$ cat src/rtl/wr_port_arbiter.sv
// wr_port_arbiter
// Round-robin arbiter that lets NREQ write requesters share one FIFO write
// port. A winner holds the port for a burst that ends on req_last, or is
// force-released after MAX_BURST accepted beats. The block also derives a
// registered FIFO occupancy estimate from the local binary write pointer and
// the synchronized Gray read pointer.
//
// Ports
//   wclk, w_rstn      write-domain clock, asynchronous active-low reset
//   req_valid/last    per-requester beat valid and end-of-burst marker
//   req_data          packed per-requester data, requester i at [i*DATA_WIDTH +: DATA_WIDTH]
//   req_ready         per-requester beat accept (only the owner, only when not full)
//   full              FIFO full; the only condition that blocks a write
//   b_wptr            binary write pointer (PTR_WIDTH+1 bits)
//   g_rptr_sync       Gray read pointer already synchronized into wclk
//   wen, wdata        FIFO write strobe and data
//   grant             one-hot current owner, zero when idle
//   wlevel            registered occupancy estimate
//   almost_full       registered, wlevel >= AF_LEVEL (advisory only)
//   burst_trunc       pulse on the beat that hits MAX_BURST without req_last
module wr_port_arbiter #(
  parameter int NREQ       = 4,
  parameter int DATA_WIDTH = 8,
  parameter int PTR_WIDTH  = 3,
  parameter int MAX_BURST  = 4,
  parameter int AF_LEVEL   = 6
) (
  input  logic                       wclk,
  input  logic                       w_rstn,
  input  logic [NREQ-1:0]            req_valid,
  input  logic [NREQ-1:0]            req_last,
  input  logic [NREQ*DATA_WIDTH-1:0] req_data,
  output logic [NREQ-1:0]            req_ready,
  input  logic                       full,
  input  logic [PTR_WIDTH:0]         b_wptr,
  input  logic [PTR_WIDTH:0]         g_rptr_sync,
  output logic                       wen,
  output logic [DATA_WIDTH-1:0]      wdata,
  output logic [NREQ-1:0]            grant,
  output logic [PTR_WIDTH:0]         wlevel,
  output logic                       almost_full,
  output logic                       burst_trunc
);

  localparam int IDX_W  = $clog2(NREQ);
  localparam int BCNT_W = $clog2(MAX_BURST + 1);

  localparam logic [BCNT_W-1:0]    MAX_B    = BCNT_W'(MAX_BURST);
  localparam logic [PTR_WIDTH:0]   AF_L     = (PTR_WIDTH + 1)'(AF_LEVEL);
  localparam logic [IDX_W-1:0]     LAST_IDX = IDX_W'(NREQ - 1);
  localparam logic [IDX_W:0]       NREQ_E   = (IDX_W + 1)'(NREQ);
  localparam logic [NREQ-1:0]      ONE_HOT0 = {{(NREQ - 1){1'b0}}, 1'b1};

  typedef enum logic [0:0] {
    IDLE  = 1'b0,
    BURST = 1'b1
  } state_t;

  // Gray to binary: each binary bit is the XOR of all Gray bits at or above it.
  function automatic logic [PTR_WIDTH:0] gray2bin(input logic [PTR_WIDTH:0] g);
    logic [PTR_WIDTH:0] b;
    b[PTR_WIDTH] = g[PTR_WIDTH];
    for (int i = PTR_WIDTH - 1; i >= 0; i--) begin
      b[i] = b[i + 1] ^ g[i];
    end
    return b;
  endfunction

  // First valid index at or after start, wrapping modulo NREQ. The sum is
  // one bit wider so non-power-of-two NREQ wraps correctly.
  function automatic logic [IDX_W-1:0] rr_pick(input logic [NREQ-1:0] v,
                                               input logic [IDX_W-1:0] start);
    logic [IDX_W-1:0] win;
    logic             found;
    logic [IDX_W:0]   sum;
    logic [IDX_W-1:0] idx;
    win   = '0;
    found = 1'b0;
    for (int off = 0; off < NREQ; off++) begin
      sum   = {1'b0, start} + (IDX_W + 1)'(off);
      sum   = (sum >= NREQ_E) ? (sum - NREQ_E) : sum;
      idx   = sum[IDX_W-1:0];
      win   = (!found && v[idx]) ? idx : win;
      found = found | v[idx];
    end
    return win;
  endfunction

  state_t             state_r, state_s;
  logic [NREQ-1:0]    grant_r, grant_s;
  logic [IDX_W-1:0]   gidx_r, gidx_s;
  logic [IDX_W-1:0]   rr_ptr_r, rr_ptr_s;
  logic [BCNT_W-1:0]  beat_cnt_r, beat_cnt_s;
  logic [BCNT_W-1:0]  beat_inc_s;
  logic [IDX_W-1:0]   win_s;
  logic [PTR_WIDTH:0] level_s;
  logic [PTR_WIDTH:0] wlevel_r;
  logic               af_r;
  logic               accept_s;
  logic               last_s;
  logic               trunc_s;

  // Beat acceptance and burst-termination conditions for the current owner.
  always_comb begin
    accept_s   = (state_r == BURST) && req_valid[gidx_r] && !full;
    beat_inc_s = beat_cnt_r + BCNT_W'(1);
    last_s     = accept_s && req_last[gidx_r];
    trunc_s    = accept_s && !req_last[gidx_r] && (beat_inc_s == MAX_B);
    level_s    = b_wptr - gray2bin(g_rptr_sync);
  end

  // Next-state, grant and beat-counter logic.
  always_comb begin
    state_s    = state_r;
    grant_s    = grant_r;
    gidx_s     = gidx_r;
    rr_ptr_s   = rr_ptr_r;
    beat_cnt_s = beat_cnt_r;
    win_s      = rr_pick(req_valid, rr_ptr_r);
    case (state_r)
      IDLE: begin
        if (|req_valid) begin
          state_s    = BURST;
          grant_s    = ONE_HOT0 << win_s;
          gidx_s     = win_s;
          rr_ptr_s   = (win_s == LAST_IDX) ? '0 : (win_s + IDX_W'(1));
          beat_cnt_s = '0;
        end else begin
          state_s = IDLE;
        end
      end
      BURST: begin
        // full or a gap in req_valid simply holds everything; no timeout
        if (last_s || trunc_s) begin
          state_s    = IDLE;
          grant_s    = '0;
          beat_cnt_s = '0;
        end else if (accept_s) begin
          beat_cnt_s = beat_inc_s;
        end else begin
          beat_cnt_s = beat_cnt_r;
        end
      end
      default: begin
        state_s    = IDLE;
        grant_s    = '0;
        beat_cnt_s = '0;
      end
    endcase
  end

  // Arbitration state and level registers.
  always_ff @(posedge wclk or negedge w_rstn) begin
    if (!w_rstn) begin
      state_r    <= IDLE;
      grant_r    <= '0;
      gidx_r     <= '0;
      rr_ptr_r   <= '0;
      beat_cnt_r <= '0;
      wlevel_r   <= '0;
      af_r       <= 1'b0;
    end else begin
      state_r    <= state_s;
      grant_r    <= grant_s;
      gidx_r     <= gidx_s;
      rr_ptr_r   <= rr_ptr_s;
      beat_cnt_r <= beat_cnt_s;
      wlevel_r   <= level_s;
      af_r       <= (level_s >= AF_L);
    end
  end

  // Write-port outputs; ready, wen and trunc follow the owner combinationally.
  always_comb begin
    req_ready   = grant_r & {NREQ{accept_s}};
    wen         = accept_s;
    wdata       = req_data[int'(gidx_r) * DATA_WIDTH +: DATA_WIDTH];
    grant       = grant_r;
    wlevel      = wlevel_r;
    almost_full = af_r;
    burst_trunc = trunc_s;
  end

endmodule

$ cat config.mk
export PLATFORM = sky130hd
export DESIGN_NAME = wr_port_arbiter
export DESIGN_NICKNAME = d
export VERILOG_FILES = /design/src/rtl/wr_port_arbiter.sv
export SDC_FILE = /design/constraint.sdc
export NUM_CORES = 1
export LEC_CHECK = 0
export CAP_MARGIN = 20
export CORE_MARGIN = 10
export CORE_UTILIZATION = 37
export DETAILED_ROUTE_END_ITERATION = 10
export GPL_TIMING_DRIVEN = 0
export PLACE_DENSITY = 0.8
export REMOVE_ABC_BUFFERS = 1
export SLEW_MARGIN = 10
export SYNTH_ARGS = -nofsm -noshare
export SYNTH_HDL_FRONTEND = slang
export SYNTH_SLANG_ARGS = --single-unit
export TNS_END_PERCENT = 10
$ cat constraint.sdc
create_clock -name wclk -period 2.2 [get_ports wclk]
set_clock_uncertainty 0.1 [all_clocks]
set_input_delay 0.33 -clock wclk [delete_from_list [all_inputs] [get_ports wclk]]
set_output_delay 0.33 -clock wclk [all_outputs]
set_load 0.01 [all_outputs]
==> flow_summary.yaml <==
floorplan:
  rows: 20
  io_pins: 74
  die_area_um2: 6050
  fp.dieW_um: 77.8
  die_y_um: 77.8
  start_util_pct: 39.5
  core_um2: 3130
worst_setup_path:
  r2r-end: "grant[0]"
  cp_max_fo: 7
  crit_arrival_ns: 1.78
  crit_type: "flop to primary output"
  rrSetupSlack_ns: 0.28
  crit-reg2reg-launch: "rr_ptr_r[1]"
  cp.required_ns: 1.77
  worst_setup_path_start_kind: "flop"
  critPathCaptureType: "primary output"
  rr_worst_depth: 7
clock_network:
  cts_sinks: 17
  cts_made_buffers: 3
  clk_pin_slew_worst_paths_ns: 0.11
  root_buffer: "clkbuf_4"
  cts_tree: "yes"
  clk_latency_ns: 0.29
  htreeDepth: 1
  cts_buffer_depth: 2
outcome:
  violations: "setup timing"
  status: "finished with violations"
yosys:
  synth_area_um2: 1230
  synth_top_family_by_area: "multiplexers"
  synth-seq-cells: 17
  synth.avg_cell_area_um2: 10.9
  yosysUniqueCellTypes: 32
  ys_seq_area_share_pct: 34.4
  synth_xor_area_share_pct: 3.55
  synthAdderAreaFrac_pct: 10.7
  yosys.area_share.simple_pct: 12.4
  synth_compound_area_share_pct: 10.0
  synth_warnings: 0
  syn_inst: 113
  synthMuxAreaShare_pct: 22.7
grt:
  grtUsageTotal_pct: 13.6
  first_global_vias: 1342
  antenna_found_initial: 0
  grt_first_pass_wirelength_um: 6690
  grt_overflow: 0
  grt_start_max_net_pins: 18
routing:
  wire_per_inst_um: 17.8
  dr.pass1.iters: 4
  drt_iter0_drc: 31
  drt-total-wl_um: 4240
  drc: 0
  antenna_left: 0
  num_vias: 1198
  vias_per_cell: 5.03
layout:
  final_area_um2: 2090
  nets: 256
  fillers: 260
  syn_to_final_growth_pct: 69.6
  drive_above_1_share_pct: 21.1
  utilization_pct: 67.0
  diodes: 0
sta:
  hold_violations: 0
  setup-violations-final: 1
  report.final.slew_viol_count: 0
  post-route-period-util_pct: 100
  max_slew_margin_pct: 48.4
  fmax_ghz: 0.453
  worst_pin_slew_ns: 0.772
  fin_ws_ns: -0.00597
  rsz0062_at_grt: "yes"
  min_period_ns: 2.21
pwr:
  power.leakage_nw: 0.937
  ir_drop_mv: 0.365
  powerDensity_nw_per_um2: 857
place:
  port_buffers: 73
  hpwl_um: 3440
  place_area_um2: 2000
  place_congestion: 0.778
min_path:
  hold_path.class: "input pin to async pin"
flow_run:
  cap_violations: 0
where the power goes:
part | switching (mW) | leakage (nW) | internal (mW)
registers | 0.109 | 0.208 | 0.418
logic | 0.488 | 0.711 | 0.610
clock network | 0.102 | 0.0177 | 0.0676
total | 0.699 | 0.937 | 1.10
worst max path at each step:
stage / start / to / cells past startpoint
6_report: gidx_r[0] / wdata[3] / 3
5_1_grt: gidx_r[0] / wdata[3] / 3
3_5_place_dp: req_valid[0] / req_ready[2] / 6
4_1_cts: g_rptr_sync[3] / almost_full / 10
3_3_place_gp: req_valid[0] / req_ready[2] / 6
2_1_floorplan: gidx_r[0] / req_ready[2] / 4
repair_timing:
action	CTS	global route
pin swaps	0	6
hold buffers	0	0
resized for setup	36	15
setup buffers	6	3
endpoints found under the setup margin	23	17
cell usage in the layout (no fill, tap or decap), types with 5 or more instances in the layout:
| cell | n |
|---|---|
| dfrtp_1 | 15 |
| dlygate4sd2_1 | 12 |
| clkdlybuf4s50_1 | 53 |
| a21oi_1 | 5 |
| nor2_1 | 5 |
| buf_4 | 7 |
| mux4_1 | 6 |
| ha_1 | 8 |
| nand3_1 | 6 |
| o21ai_0 | 9 |
| nand2_1 | 7 |
| inv_1 | 13 |
registers in the layout, indices dropped and copies added, names as in the netlist:
| register | flops |
|---|---|
| wlevel | 4 |
| rr_ptr_r | 2 |
| grant | 4 |
| beat_cnt_r | 3 |
| state_r | 1 |
| gidx_r | 2 |
| almost_full | 1 |
routing by layer:
metal	part of all wire, %	GRT usage, %
met1	42	15.0
met2	47	23.4
met3	11	6.34
met4	0	2.92
met5	0	0
per-stage QoR:
stage                     power, mW  hold slack (ns)  setup TNS (ns)  cells  setup WS [ns]
after floorplan                1.09          -0.0656         -0.0675    109        -0.0675
after CTS                      1.79            0.397          -0.706    236         -0.180
after detailed placement       1.60            0.413           -7.05    226         -0.790
after global placement         1.56            0.387           -5.60    226         -0.766
after global routing           1.94            0.430          -0.692    238        -0.0826
final                          1.80            0.382        -0.00597    238       -0.00597
Yosys cell counts:
| cell type | count | area share [%] |
|---|---|---|
| a311oi_1 | 1 | 0.71 |
| xor2_1 | 3 | 2.1 |
| o21ai_1 | 2 | 0.81 |
| nand2_2 | 1 | 0.51 |
| nor2_1 | 7 | 2.1 |
| nor2b_1 | 1 | 0.51 |
| nand2b_1 | 1 | 0.51 |
| nand3b_1 | 1 | 0.61 |
| inv_1 | 14 | 4.3 |
| mux4_2 | 4 | 7.3 |
| o31ai_2 | 2 | 2.0 |
| o2bb2a_1 | 1 | 0.81 |
| clkbuf_1 | 2 | 0.61 |
| dfrtp_1 | 17 | 34 |
| and2_1 | 1 | 0.51 |
| and3_1 | 1 | 0.51 |
| nand2_1 | 7 | 2.1 |
| mux2_2 | 2 | 1.8 |
| nand3_1 | 6 | 2.4 |
| buf_6 | 1 | 0.91 |
| nor4_1 | 1 | 0.51 |
| fa_1 | 1 | 1.6 |
| ha_1 | 9 | 9.1 |
| nor3b_1 | 1 | 0.61 |
| xnor2_1 | 2 | 1.4 |
| nor2_4 | 1 | 0.91 |
| o21ai_0 | 9 | 3.6 |
| mux2i_1 | 1 | 0.81 |
| or2_2 | 1 | 0.51 |
| mux4_1 | 6 | 13 |
| a21oi_1 | 5 | 2.0 |
| buf_2 | 1 | 0.40 |
kinds of logic (layout without fill, tap and decap cells):
logic type / count (synthesis) / count (layout)
AO/OA/AOI/OAI: 20 / 20
AND/OR/NAND/NOR: 30 / 30
multiplexers: 13 / 13
buffers and inverters: 18 / 99
XOR/XNOR: 5 / 5
flip-flops: 17 / 17
adder cells (fa/ha/maj): 10 / 10
worst max-delay path, stage by stage (launching register included):
cell and delay (ns):
dfrtp_2 0.42, buf_4 0.19, mux4_1 0.57, dlygate4sd2_1 0.30
layout make-up:
type / count / area, µm² / area share [%]
clock buffers: 3 / 22.5 / 1.08
clock inverters: 1 / 5.00 / 0.239
inverters: 14 / 52.6 / 2.51
multi-input cells: 78 / 777 / 37.1
flip-flops and latches: 17 / 428 / 20.4
well taps: 44 / 55.1 / 2.63
repair buffers: 81 / 754 / 36.0
No activity file was read; power rests on OpenSTA's default activity.
==> RTL change, RTL diff (same settings) <==
Set the parameter `AF_LEVEL` to 4 (it was 6).
--- a/src/rtl/wr_port_arbiter.sv
+++ b/src/rtl/wr_port_arbiter.sv
@@ -24,5 +24,5 @@
   parameter int PTR_WIDTH  = 3,
   parameter int MAX_BURST  = 4,
-  parameter int AF_LEVEL   = 6
+  parameter int AF_LEVEL   = 4
 ) (
   input  logic                       wclk,
Function: changed (Yosys sat finds a counterexample within 4 cycles, from zero or initial values and one cycle with w_rstn low).
==> RTL change against the original RTL <==
Area after synthesis rose by 2.4%; sequential share of layout area is 0.95 points lower; the flow still finishes with violations (setup timing); worst hold slack better by 0.0034 ns; sequential cell count stayed put; final area up 4.9%; core utilization shrank 0.60 points; power is 9.8% higher; sequential power increased by 4%; routed wire length down 0.61%; worst setup slack worse by 0.018 ns; critical endpoint is now req_ready[1].
==> RTL change: results (changes against the original RTL) <==
ys async rst share 100% (unchanged); overall fraction of global-route tracks in use 13.8% (+0.16 points); actual slew at the worst max-slew pin 0.783 ns (+0.0109 ns); post-route worst setup slack -0.0242 ns (-0.0182 ns); detailed-placement wirelength estimate 3540 µm (+3.0%); xor/xnor cell area share of the yosys netlist 3.46% (-0.084 points); Highest Signal Layer met4; main area contributors after synthesis dfrtp_1 34%, mux4_1 19%, ha_1 8.9%, inv_1 3.9%, nand2_1 3.9%; Place WS -0.742 ns (+0.0483 ns); final weighted congestion of routability-driven global placement 0.757 (-2.7%); sequential area share after synthesis 33.6% (-0.82 points); failing checks setup timing; fraction of final layout cells with drive strength greater than 1 19.5% (-1.6 points); status complete, but fails checks; final-report setup violation count 6 (+5); adder and majority cell fraction of the synthesized area 10.5% (-0.25 points); number of different library cells in the post-synthesis netlist 30 (-6.3%); mux contribution to synthesized area 23.0% (+0.35 points); post-synthesis compound-gate area fraction 10.7% (+0.65 points); met3 WL 359 µm (-21%); routed len/inst 17.5 µm (-1.9%); maximum resistive drop on vdd 0.350 mV (-3.9%); standard cell with the maximum stage delay on the critical path mux4_2; fin nets 257 (+0.39%); most frequent cells after synthesis 17 x dfrtp_1, 13 x inv_1, 13 x nand2_1; static leakage power 0.966 nW (+3.1%); met1 layer wirelength in the final routing 1830 µm (+1.6%); highest net fanout along the worst path 5 (-2); cts repair resizes 44 (+22%); number of fill cells in the layout 253 (-2.7%); vias in the first global route 1347 (+0.37%); crit-path max cell delay 0.55 ns (-0.02 ns); detailed route wirelength on metal2 2020 µm (+1.5%); initial drt markers 21 (-32%); Post-CTS Setup Bufs 3 (-3)
## RTL change: cell types whose count changed in the layout (fill, tap and decap cells not counted), sizes merged, moves of 3 or more
cell,change
a21oi,+4
o21ai,-8
dlygate4sd2,-7
nand3,-3
nand2,+5
clkdlybuf4s15,+7
and3,+4
## RTL change: power breakdown
group          switching (mW)  leakage [nW]  internal [mW]
registers               0.120         0.206          0.426
clock network           0.102        0.0177         0.0677
logic                   0.527         0.743          0.728
total                   0.749         0.966           1.22
## RTL change: metal layers
layer / track usage (%) / vias up
li1: - / 575
met1: 15.7 / 583
met2: 24.0 / 69
met3: 5.24 / 2
met4: 2.69 / 0
met5: 0 / -
## RTL change: stage by stage
step | instance area (µm²) | utilization, % | setup TNS (ns) | instances
2_1_floorplan | 1250 | - | 0 | 110
4_1_cts | 2060 | 62.1 | -0.208 | 236
3_5_place_dp | 2030 | 61.5 | -5.01 | 229
3_3_place_gp | 2030 | 61.5 | -3.94 | 229
6_report | 2200 | 66.4 | -0.107 | 241
5_1_grt | 2200 | 66.4 | -0.607 | 241
## RTL change: worst paths after layout
check / startpoint / endpoint / slack [ns] / depth (start not counted)
max: gidx_r[0] / req_ready[1] / -0.02 / 5
min: w_rstn / grant[1] / 0.38 / 1
max reg2reg: gidx_r[0] / beat_cnt_r[2] / 0.18 / 6
min reg2reg: beat_cnt_r[1] / beat_cnt_r[1] / 0.44 / 2
max in group asynchronous: w_rstn / gidx_r[0] / 1.08 / 1
min in group wclk: beat_cnt_r[1] / beat_cnt_r[1] / 0.44 / 2
## RTL change: area by class of cell
type | instances | share of cell area [%]
multi-input cells | 80 | 37.5
well taps | 46 | 2.62
clock buffers | 3 | 1.03
repair buffers | 81 | 36.8
inverters | 13 | 2.33
flip-flops and latches | 17 | 19.5
clock inverters | 1 | 0.228
